--- src/rtl/threat_pkg.sv ---
// Shared definitions for the threat-light monitor: state codes, light patterns, counter widths.
package threat_pkg;

    typedef enum logic [1:0] {
        GREEN    = 2'd0,
        YELLOW   = 2'd1,
        RED      = 2'd2,
        LOCKDOWN = 2'd3
    } state_t;

    // Light patterns ordered {green, yellow, red}
    localparam logic [2:0] LIGHTS_GREEN  = 3'b100;
    localparam logic [2:0] LIGHTS_YELLOW = 3'b010;
    localparam logic [2:0] LIGHTS_RED    = 3'b001;

    localparam int SUSP_W  = 5;
    localparam int QUIET_W = 6;

    // LOCKDOWN shows the red light, same as RED
    function automatic logic [2:0] lights_of(input state_t s);
        case (s)
            GREEN:   return LIGHTS_GREEN;
            YELLOW:  return LIGHTS_YELLOW;
            default: return LIGHTS_RED;
        endcase
    endfunction

endpackage

--- src/rtl/sec_cooldown_ctr.sv ---
// Consecutive-quiet-sample counter; done flags the sample that completes the cooldown run.
module sec_cooldown_ctr
    import threat_pkg::*;
#(
    parameter int COOLDOWN = 12
) (
    input  logic clock,
    input  logic reset,
    input  logic clear,
    input  logic inc,
    output logic done
);

    localparam logic [QUIET_W-1:0] CNT_LAST = QUIET_W'(COOLDOWN - 1);

    logic [QUIET_W-1:0] quiet_cnt_reg;

    // done is combinational so the de-escalation lands on the same edge as the sample
    assign done = inc && (quiet_cnt_reg == CNT_LAST);

    // Count quiet samples, restarting whenever the run is broken or the state moves
    always_ff @(posedge clock) begin
        if (reset) begin
            quiet_cnt_reg <= '0;
        end else if (clear) begin
            quiet_cnt_reg <= '0;
        end else if (inc && (quiet_cnt_reg != '1)) begin
            quiet_cnt_reg <= quiet_cnt_reg + QUIET_W'(1);
        end
    end

endmodule

--- src/rtl/threat_light_gen.sv ---
// Threat-light generator: escalates GREEN/YELLOW/RED/LOCKDOWN from agent activity.
// Optional build macro DECEPTION_FILTER_EN: while deception=1, a1 is treated as 0.
module threat_light_gen
    import threat_pkg::*;
#(
    parameter int YELLOW_THRESH = 8,
    parameter int WINDOW        = 16,
    parameter int COOLDOWN      = 12,
    parameter int TIMER_W       = 6
) (
    input  logic               clock,
    input  logic               reset,
    input  logic               a1,
    input  logic               a2,
    input  logic               a3,
    input  logic               deception,
    output logic               green,
    output logic               yellow,
    output logic               red,
    output logic [1:0]         level,
    output logic [TIMER_W-1:0] timer
);

    localparam int WIN_W = 5;
    localparam logic [WIN_W-1:0]  WIN_LAST = WIN_W'(WINDOW - 1);
    localparam logic [SUSP_W-1:0] SUSP_MAX = '1;

    state_t               state_reg, state_next;
    logic [2:0]           lights_reg;
    logic [TIMER_W-1:0]   timer_reg;
    logic [WIN_W-1:0]     win_cnt_reg;
    logic [SUSP_W-1:0]    susp_cnt_reg;

    logic a1_eff;
    logic quiet;
    logic thresh_hit;
    logic win_wrap;
    logic state_change;
    logic cool_done;

`ifdef DECEPTION_FILTER_EN
    assign a1_eff = a1 && !deception;
`else
    logic unused_deception;
    assign unused_deception = deception;
    assign a1_eff           = a1;
`endif

    assign win_wrap     = (win_cnt_reg == WIN_LAST);
    // Threshold includes this edge's own sample, even on the wrap edge
    assign thresh_hit   = a1_eff && ((int'(susp_cnt_reg) + 1) >= YELLOW_THRESH);
    assign state_change = (state_next != state_reg);

    // Quiet-sample classification and next state, priority a3 > a2 > threshold/cooldown
    always_comb begin
        quiet      = 1'b0;
        state_next = state_reg;
        case (state_reg)
            GREEN: begin
                if (a3)              state_next = LOCKDOWN;
                else if (a2)         state_next = RED;
                else if (thresh_hit) state_next = YELLOW;
            end
            YELLOW: begin
                quiet = !a1_eff;
                if (a3)             state_next = LOCKDOWN;
                else if (a2)        state_next = RED;
                else if (cool_done) state_next = GREEN;
            end
            RED: begin
                quiet = !a1_eff && !a2;
                if (a3)             state_next = LOCKDOWN;
                else if (cool_done) state_next = YELLOW;
            end
            default: begin
                state_next = LOCKDOWN;
            end
        endcase
    end

    sec_cooldown_ctr #(
        .COOLDOWN(COOLDOWN)
    ) u_cooldown (
        .clock(clock),
        .reset(reset),
        .clear(state_change || !quiet),
        .inc  (quiet),
        .done (cool_done)
    );

    // State and lights register together so they never disagree
    always_ff @(posedge clock) begin
        if (reset) begin
            state_reg  <= GREEN;
            lights_reg <= LIGHTS_GREEN;
        end else begin
            state_reg  <= state_next;
            lights_reg <= lights_of(state_next);
        end
    end

    // Time-in-state counter, restarting at 1 on entry and saturating at all-ones
    always_ff @(posedge clock) begin
        if (reset) begin
            timer_reg <= TIMER_W'(1);
        end else if (state_change) begin
            timer_reg <= TIMER_W'(1);
        end else if (timer_reg != '1) begin
            timer_reg <= timer_reg + TIMER_W'(1);
        end
    end

    // Free-running suspicion window; a1 tally is dropped on the wrap edge
    always_ff @(posedge clock) begin
        if (reset) begin
            win_cnt_reg  <= '0;
            susp_cnt_reg <= '0;
        end else begin
            win_cnt_reg <= win_wrap ? '0 : win_cnt_reg + WIN_W'(1);
            if (win_wrap) begin
                susp_cnt_reg <= '0;
            end else if (a1_eff && (susp_cnt_reg != SUSP_MAX)) begin
                susp_cnt_reg <= susp_cnt_reg + SUSP_W'(1);
            end
        end
    end

    assign green  = lights_reg[2];
    assign yellow = lights_reg[1];
    assign red    = lights_reg[0];
    assign level  = state_reg;
    assign timer  = timer_reg;

endmodule

--- config.mk ---
export PLATFORM = sky130hd
export DESIGN_NAME = threat_light_gen
export DESIGN_NICKNAME = d
export VERILOG_FILES = /design/src/rtl/threat_pkg.sv /design/src/rtl/sec_cooldown_ctr.sv /design/src/rtl/threat_light_gen.sv
export SDC_FILE = /design/constraint.sdc
export NUM_CORES = 1
export LEC_CHECK = 0
export ABC_AREA = 1
export CAP_MARGIN = 20
export CELL_PAD_IN_SITES_DETAIL_PLACEMENT = 1
export CELL_PAD_IN_SITES_GLOBAL_PLACEMENT = 2
export CORE_MARGIN = 2
export CORE_UTILIZATION = 31
export CTS_BUF_LIST = sky130_fd_sc_hd__clkbuf_16
export CTS_CLUSTER_DIAMETER = 150
export DETAILED_ROUTE_END_ITERATION = 12
export PLACE_DENSITY_LB_ADDON = 0.1
export SETUP_SLACK_MARGIN = 0.3
export SYNTH_ARGS = -nofsm -noshare
export SYNTH_HDL_FRONTEND = slang
export SYNTH_SLANG_ARGS = --single-unit
export TNS_END_PERCENT = 100
--- constraint.sdc ---
create_clock -name clock -period 2.65 [get_ports clock]
set_input_delay 0.53 -clock clock [delete_from_list [all_inputs] [get_ports clock]]
set_output_delay 0.53 -clock clock [all_outputs]
set_load 0.05 [all_outputs]
# Word level (Yosys, flattened, before mapping)
# Cells that the tools add are included.
[op_classes]
n_addsub = 5
bitwise = 0
n_eq_ne = 9
mul = 0
shifts = 0
reduce_logical = 14
n_mux = 11
div_mod_pow = 0
order_cmp = 1
[ops]
columns = ["operator", "n"]
rows = [
  ["$mux 2", 8],
  ["$add 6x1->6 const B", 2],
  ["$ne 6x6->1 const B", 2],
  ["$add 5x1->5 const B", 2],
  ["$add 5x1->6 const B", 1],
  ["$eq 6x4->1 const B", 1],
  ["$ge 6x4->1 const B", 1],
  ["$pmux 2 s3", 1],
  ["$pmux 3 s2", 1],
  ["$reduce_or 2->1", 3],
  ["$eq 5x4->1 const B", 1],
  ["$logic_and 1x1->1", 5],
  ["$ne 5x5->1 const B", 1],
  ["$eq 2x1->1 const B", 2],
  ["$logic_not 2->1", 2],
  ["$logic_not 1->1", 3],
  ["$eq 2x2->1 const B", 1],
  ["$ne 2x2->1", 1],
  ["$pmux 1 s2", 1],
  ["$logic_or 1x1->1", 1],
]
[totals]
mem_count = 0
latchBits = 0
romBits = 0
reg_bits = 27
ramBits = 0

# Depth between registers and ports, before layout
# Gate-level depths: netlist of run 1.
[depth]
depth_word = 11
ltp_mapped = 16
mapped_depth_nobuf = 16

# By module
# Synthesis of run 1 repeated with hierarchy kept, for this count alone.
[hier_totals]
cells_unflattened = 201
hier_area_um2 = 1421.4
[by_module_without_submodules]
columns = ["module", "cells_each", "area_per_inst_um2", "n_inst", "seq_area_each_um2"]
rows = [
  ["threat_light_gen", 147, 1038.5, 1, 400.4],
  ["sec_cooldown_ctr", 54, 382.9, 1, 120.1],
]

# Least setup slack after synthesis of run 1
# OpenSTA, ideal clock, no wires.
[synth_timing]
path_type = "register to register"
from = "reg lights_reg[0] (netlist name)"
to = "reg u_cooldown.quiet_cnt_reg[0]"
slack_ps = 252
t_arrival_ps = 2331
required_ps = 2583
synth_period_minus_slack_ps = 2398
path_stages_with_launch = 17
cell_sequence = "dfxtp_1 > inv_1 > ha_1 > inv_1 > nor2_4 > nand2_1 > nor2_2 > nand2_2 > nand2_1 > nand2_1 > nand2_1 > nand2_2 > nor2_4 > nor2_1 > nor2_4 > nand4_2 > nor2_1"
[synth_lines]
columns = ["item", "line_no", "source"]
rows = [
  ["to (signal assigned)", "sec_cooldown_ctr.sv:28", "quiet_cnt_reg <= quiet_cnt_reg + QUIET_W'(1);"],
  ["to (decl)", "sec_cooldown_ctr.sv:16", "logic [QUIET_W-1:0] quiet_cnt_reg;"],
]

# Final worst setup path of run 1
[layout_timing]
from = "in a1"
to = "reg u_cooldown.quiet_cnt_reg[2]"
[layout_between]
elab_chain_len = 11
elab_cells_between_ends = 19
cone_classes = "1 x eq/ne; 10 x mux; 8 x reduce/logical"
[layout_lines]
columns = ["item", "line_no", "source"]
rows = [
  ["from (decl)", "threat_light_gen.sv:13", "input logic a1,"],
  ["$logic_not 1->1", "threat_light_gen.sv:65, threat_light_gen.sv:71", ""],
  ["$logic_and 1x1->1", "threat_light_gen.sv:71", "quiet = !a1_eff && !a2;"],
  ["$pmux 1 s2", "threat_light_gen.sv:58", "case (state_reg)"],
  ["$logic_and 1x1->1", "sec_cooldown_ctr.sv:19", "assign done = inc && (quiet_cnt_reg == CNT_LAST);"],
  ["$mux 2", "threat_light_gen.sv:68", "else if (cool_done) state_next = GREEN;"],
  ["$mux 2", "threat_light_gen.sv:67", "else if (a2) state_next = RED;"],
  ["$mux 2", "threat_light_gen.sv:66", "if (a3) state_next = LOCKDOWN;"],
  ["$pmux 2 s3", "threat_light_gen.sv:58", ""],
  ["$ne 2x2->1", "threat_light_gen.sv:52", "assign state_change = (state_next != state_reg);"],
  ["$logic_or 1x1->1", "threat_light_gen.sv:86", ".clear(state_change || !quiet),"],
  ["$reduce_or 2->1 (no source line)", "-", ""],
]
# Parallel ways exist; a longest one is shown, timed or not.
# A chain may end at the register's enable or synchronous reset.

==> impl_metrics.env, run 1 <==
export IMPL_max_stage_delay_ps=510
export IMPL_worstPathCellList="clkdlybuf4s50_1 > nor2_4 > nand2_1 > nor2_4 > nand2_2 > nand2_1 > nand2_1 > nand2_1 > nand2_2 > nor2_4 > nor2_1 > nor2_4 > nand4_4 > nor2_1"
export IMPL_reg2reg_slack_ps=540
export IMPL_crit_buf_inv=1
export IMPL_syn_area_um2=1415
export IMPL_cts_tree="built"
export IMPL_rows=24
export IMPL_wl_um=3049
export IMPL_synth_edff_count=0
export IMPL_grt_pass1_vias=1349
export IMPL_clock_sinks=26
export IMPL_routed_via_density=4.596
export IMPL_place_inst=263
export IMPL_fin_crit_ps=2180
export IMPL_vdd_drop_max_mv=0.3785
export IMPL_clockBufferDepth=2
export IMPL_worst_slew_pin_slew_ps=494.5
export IMPL_clk_pin_slew_ps=60
export IMPL_area_delta_synth_final_pct=30.77
export IMPL_place_hpwl_um=2478
export IMPL_dieHeight_um=71.57
export IMPL_finalMaxSlewViolations=0
export IMPL_start_kind="input pin"
export IMPL_drv_cap=0
export IMPL_end_kind="flip-flop"
export IMPL_arrival_ps=2380
export IMPL_synth_top_area_share_pct=36.78
export IMPL_path_class="in -> reg"
export IMPL_status="finished, final reports clean"
export IMPL_synth_top_area_cell="dfxtp_1"
export IMPL_ys_top_cells_by_area="dfxtp_1 (37%), ha_1 (9.7%), nand2_1 (9.5%), nor2_1 (8.5%), inv_1 (8.2%)"
export IMPL_route_detailed_drc=0
export IMPL_fin_crit_sh_pct=82.25
export IMPL_cp_required_ps=2850
export IMPL_ys_types=21
export IMPL_finalHoldViolations=0
export IMPL_drt_iter0_drc=31
export IMPL_grt_pass1_wl_um=5651
export IMPL_antenna_found_initial=0
export IMPL_gp_congestion=0.7390
export IMPL_setup_violations_final=0
export IMPL_total_leakage_power_nw=0.7834
export IMPL_max_slew_margin_pct=66.93
export IMPL_portBuffers=15
export IMPL_ios=17
export IMPL_utilization_pct=42.21
export IMPL_ys_seq_elements=26
export IMPL_synth_top_cells_by_count="nand2_1 (36), nor2_1 (32), inv_1 (31)"
export IMPL_vias=1250
export IMPL_route_detailed_wl_per_inst_um=11.21
export IMPL_rsz0062_at_grt="no"
export IMPL_fillers=543
export IMPL_setup_tns_ps=0
export IMPL_syn_nets=214
export IMPL_p_per_area_nw_per_um2=867.1
export IMPL_postSynth_asyncResetShare_pct=0
export IMPL_seq_area_frac_synth_pct=36.78
export IMPL_ys_flop_type="dfxtp_1"
export IMPL_h_tree_depth=1
export IMPL_initial_core_util_pct=32.28
export IMPL_synth_warnings=0
export IMPL_syn_area_per_cell_um2=7.183
export IMPL_cts_hold_buf=0
export IMPL_clock_skew_ps=1.799
export IMPL_dr_pass1_iters=4
export IMPL_cts_root_buf="clkbuf_16"
export IMPL_fp_dieW_um=71.57
export IMPL_syn_instance_count=197
export IMPL_fin_nets=238
export IMPL_coreArea_um2=4384
export IMPL_numCtsBuffers=3
export IMPL_fin_cells=272
export IMPL_yosys_cell_count_top_type="nand2_1"
export IMPL_drive_above_1_share_pct=19.55
export IMPL_antennaDiodeCount=0
export IMPL_grt_max_degree=16
export IMPL_slowest_stage="clkdlybuf4s50_1"
export IMPL_crit_family="simple AND/OR/NAND/NOR gates"
export IMPL_track_usage_pct=13.40
export IMPL_fmax_mhz=458.8
export IMPL_clkLatencyLatePin_ps=260
export IMPL_grt_remaining_overflow=0
export IMPL_dieArea_um2=5122
export IMPL_min_path_type="reg -> reg"
export IMPL_antenna_left=0
export IMPL_worstPathMaxFanout=6
## power breakdown
group	switching [mW]	internal, mW
Combinational	0.449	0.239
Clock	0.132	0.300
Sequential	0.0418	0.442
## logic make-up after synthesis
group	Yosys count	synth area share (%)
adder cells (fa/ha/maj)	11	9.726
AO/OA/AOI/OAI	16	5.658
multiplexers	2	1.415
AND/OR/NAND/NOR	100	32.54
XOR/XNOR	7	4.333
flip-flops	26	36.78
buffers and inverters	35	9.549
## layout make-up
type	count	area [um2]	share of cell area, %
multi-input combinational	136	834.6	45.10
sequential	26	530.5	28.67
timing repair buffer	20	187.7	10.14
inverter	34	127.6	6.897
clock buffer	3	75.07	4.057
tap	52	65.06	3.516
clock inverter	1	30.03	1.623
## repair_timing
action                                  in CTS  in global routing
endpoints found under the setup margin       6                 12
pin swaps                                    0                 16
gates resized for setup                      1                 22
setup buffers                                0                  5
## routing by layer
layer	wire, um	track usage, %	up-vias
met1	1413	16.07	577
met5	0	0	-
met3	91	3.235	2
met2	1526	23.87	11
met4	19	3.564	0
li1	-	-	660
## per-stage QoR
stage	power, mW	worst slack [ps]	area, um2	hold slack (ps)
2_1_floorplan	0.9331	322.3	1416	417.6
3_3_place_gp	1.080	199.9	1624	430.6
3_5_place_dp	1.098	106.7	1624	444.6
4_1_cts	1.542	318.2	1738	460.3
5_1_grt	1.718	291.9	1851	490.1
6_report	1.605	470.3	1851	454.1
## worst reg2reg max path: stages, from the launching register on
cell and delay [ps]:
dfxtp_2 380, inv_2 80, ha_1 270, inv_1 50, nor2_4 70, nand2_1 80, nor2_4 130, nand2_2 70
nand2_1 60, nand2_1 50, nand2_1 100, nand2_2 70, nor2_4 130, nor2_1 80, nor2_4 120, nand4_4 160
nor2_1 140
## cell usage in the layout (no fill, tap or decap), types with 2 or more instances in the layout
master,netlist,final
dfxtp_1,26,22
dfxtp_4,0,2
nor3_1,7,2
nor3_2,1,6
xnor2_1,2,2
nor2_4,3,4
clkdlybuf4s50_1,0,15
nand3_1,9,8
clkbuf_16,0,3
nand4_1,4,4
dfxtp_2,0,2
nand2_2,4,8
inv_2,3,4
mux2i_1,2,2
xor2_1,5,5
inv_1,31,30
nand2_1,36,32
ha_1,11,10
o21ai_0,9,9
nor2_1,32,30
buf_4,1,5
nor2_2,2,3
a21oi_1,7,6
## worst paths after layout
kind | endpoint | depth (start not counted) | start
setup / recovery | u_cooldown.quiet_cnt_reg[2] | 14 | a1
hold / removal | win_cnt_reg[0] | 1 | win_cnt_reg[0]
setup reg to reg | u_cooldown.quiet_cnt_reg[2] | 16 | level[0]
hold reg to reg | win_cnt_reg[0] | 1 | win_cnt_reg[0]
No activity file was read; power rests on OpenSTA's default activity.
==> run 2, diff against run 1 <==
- CORE_UTILIZATION: 31 -> 28
- clock period: 2.65 -> 1.8 ns (I/O delays scaled with it)
==> run 2 against run 1 <==
Net effect:
- the run now ends with negative setup slack left
- design area grew 15%
- register-to-register slack lost 790 ps
- flip-flop and latch count is the same
- clock skew grew 3.3 ps
- global-route usage grew 1.1 points
- wire length grew 16%
- largest cell class unchanged
==> impl_metrics.env, run 2 (synthesis results as in run 1) <==
export IMPL_clk_pin_slew_ps=70
export IMPL_rows=25
export IMPL_grt_remaining_overflow=0
export IMPL_p_int_mw=1.615
export IMPL_setup_ws_ps=-249.5
export IMPL_cts_tree="built"
export IMPL_p_total_mw=2.631
export IMPL_fin_crit_ps=2050
export IMPL_rsz0062_at_grt="yes"
export IMPL_grt_pass1_wl_um=6327
export IMPL_start_kind="flip-flop"
export IMPL_p_switching_mw=1.016
export IMPL_route_detailed_wl_per_inst_um=11.24
export IMPL_gp_congestion=0.7725
export IMPL_worstPathMaxFanout=5
export IMPL_sequentialPowerShare_pct=27.2
export IMPL_place_inst=305
export IMPL_dr_pass1_iters=4
export IMPL_register_area_um2=530.5
export IMPL_antenna_left=0
export IMPL_multiInputGateArea_um2=912.1
export IMPL_final_common_cell="buf_4"
export IMPL_clkLatencyLatePin_ps=260
export IMPL_place_hpwl_um=2747
export IMPL_dp_slack_ps=-340.5
export IMPL_area_delta_synth_final_pct=50.84
export IMPL_portBuffers=15
export IMPL_fin_cells=315
export IMPL_fmax_mhz=487.9
export IMPL_ios=17
export IMPL_slowest_stage="dfxtp_2"
export IMPL_clock_skew_ps=5.109
export IMPL_violations="negative setup slack"
export IMPL_fillers=586
export IMPL_max_slew_margin_pct=74.47
export IMPL_clock_sinks=26
export IMPL_dieHeight_um=75.09
export IMPL_arrival_ps=2230
export IMPL_fin_nets=266
export IMPL_clockBufferDepth=2
export IMPL_grt_pass1_vias=1446
export IMPL_grt_max_degree=16
export IMPL_antenna_found_initial=0
export IMPL_p_comb_share_pct=48.6
export IMPL_p_per_area_nw_per_um2=1233
export IMPL_vdd_drop_max_mv=0.5124
export IMPL_fin_crit_sh_pct=113.9
export IMPL_dieArea_um2=5639
export IMPL_track_usage_pct=14.52
export IMPL_worst_slew_pin_slew_ps=381.5
export IMPL_path_class="reg -> reg"
export IMPL_drv_cap=0
export IMPL_worstPathCellList="ha_4 > nand2_4 > nor2_4 > ha_4 > nor2_4 > nand3_2 > nand2_2 > nand2_2 > nand2_1 > nand2_1 > nand2_1 > nand2_2 > nand4_1 > buf_4 > nand2_4 > nor3_2"
export IMPL_drt_iter0_drc=19
export IMPL_route_detailed_drc=0
export IMPL_min_path_type="reg -> reg"
export IMPL_end_kind="flip-flop"
export IMPL_vias=1362
export IMPL_total_leakage_power_nw=0.9485
export IMPL_layout_common_cells="buf_4 (44), inv_1 (28), nand2_1 (27), nor2_1 (25), dfxtp_1 (22)"
export IMPL_finalMaxSlewViolations=0
export IMPL_numCtsBuffers=3
export IMPL_fp_dieW_um=75.09
export IMPL_setup_violations_final=16
export IMPL_finalHoldViolations=0
export IMPL_cts_root_buf="clkbuf_16"
export IMPL_status="finished, violations left"
export IMPL_routed_via_density=4.324
export IMPL_p_clk_share_pct=24.1
export IMPL_cp_required_ps=1990
export IMPL_max_stage_delay_ps=350
export IMPL_p_sw_share_pct=38.60
export IMPL_coreArea_um2=4786
export IMPL_initial_core_util_pct=29.57
export IMPL_wl_um=3540
export IMPL_antennaDiodeCount=0
export IMPL_drive_above_1_share_pct=38.71
export IMPL_utilization_pct=44.60
export IMPL_h_tree_depth=1
[run 2: changes by cell type in the layout (fill, tap and decap cells not counted), moves of 3 or more]
cell,previous run,this run
clkdlybuf4s50_1,15,4
o21ai_0,9,6
nor2_2,3,6
nand2_2,8,11
buf_4,5,44
nand2_1,32,27
nor2_1,30,25
o21ai_1,0,3
[run 2: repair_timing]
item	in CTS	in global routing
buffers inserted	3	3
pin swaps	14	21
resized for setup	12	18
setup endpoints to repair	16	22
hold buffers	0	0
[run 2: final cells by class]
| class | instances | share of cell area (%) |
|---|---|---|
| clock buffers | 3 | 3.517 |
| flip-flops and latches | 26 | 24.85 |
| multi-input cells | 136 | 42.73 |
| repair buffers | 48 | 17.35 |
| inverters | 34 | 6.213 |
| clock inverters | 1 | 1.407 |
| well taps | 67 | 3.927 |
[run 2: critical path: cells and delay by family (launching register included)]
kind | cells | cell delay (ps)
fa+ha+maj | 2 | 370
buf+inv | 1 | 170
simple gates | 13 | 1100
flops | 1 | 350
[run 2: path summary, 6_finish.rpt]
| check | depth (start not counted) | start | slack [ps] | to |
|---|---|---|---|---|
| max reg2reg | 16 | susp_cnt_reg[1] | -250 | timer[4] |
| min reg2reg | 1 | win_cnt_reg[0] | 460 | win_cnt_reg[0] |
| max | 16 | susp_cnt_reg[1] | -250 | timer[4] |
| min | 1 | win_cnt_reg[0] | 460 | win_cnt_reg[0] |
[run 2: power by group through the flow]
stage                     Sequential, mW  Combinational (mW)  Clock [mW]
final                              0.716                1.28       0.635
after global routing               0.726                1.40       0.675
after floorplan                    0.925               0.531           0
after CTS                          0.717                1.24       0.660
after global placement             0.723                1.13           0
after detailed placement           0.726                1.16           0
[run 2: per-layer routing]
layer	vias to the layer above	part of all wire (%)	GRT usage, %
met3	2	1.9	2.410
li1	713	-	-
met2	11	55	27.78
met1	636	42	16.83
met5	-	0	0
met4	0	0.62	2.976
[run 2: metrics by stage]
stage	TNS [ps]	hold slack (ps)	area, um2
floorplan	-1242	417.6	1470
global placement	-3683	433.7	1872
detailed placement	-4557	458.5	1872
CTS	-3058	470.6	2049
global route	-5902	512.7	2135
finish	-3008	459.5	2135
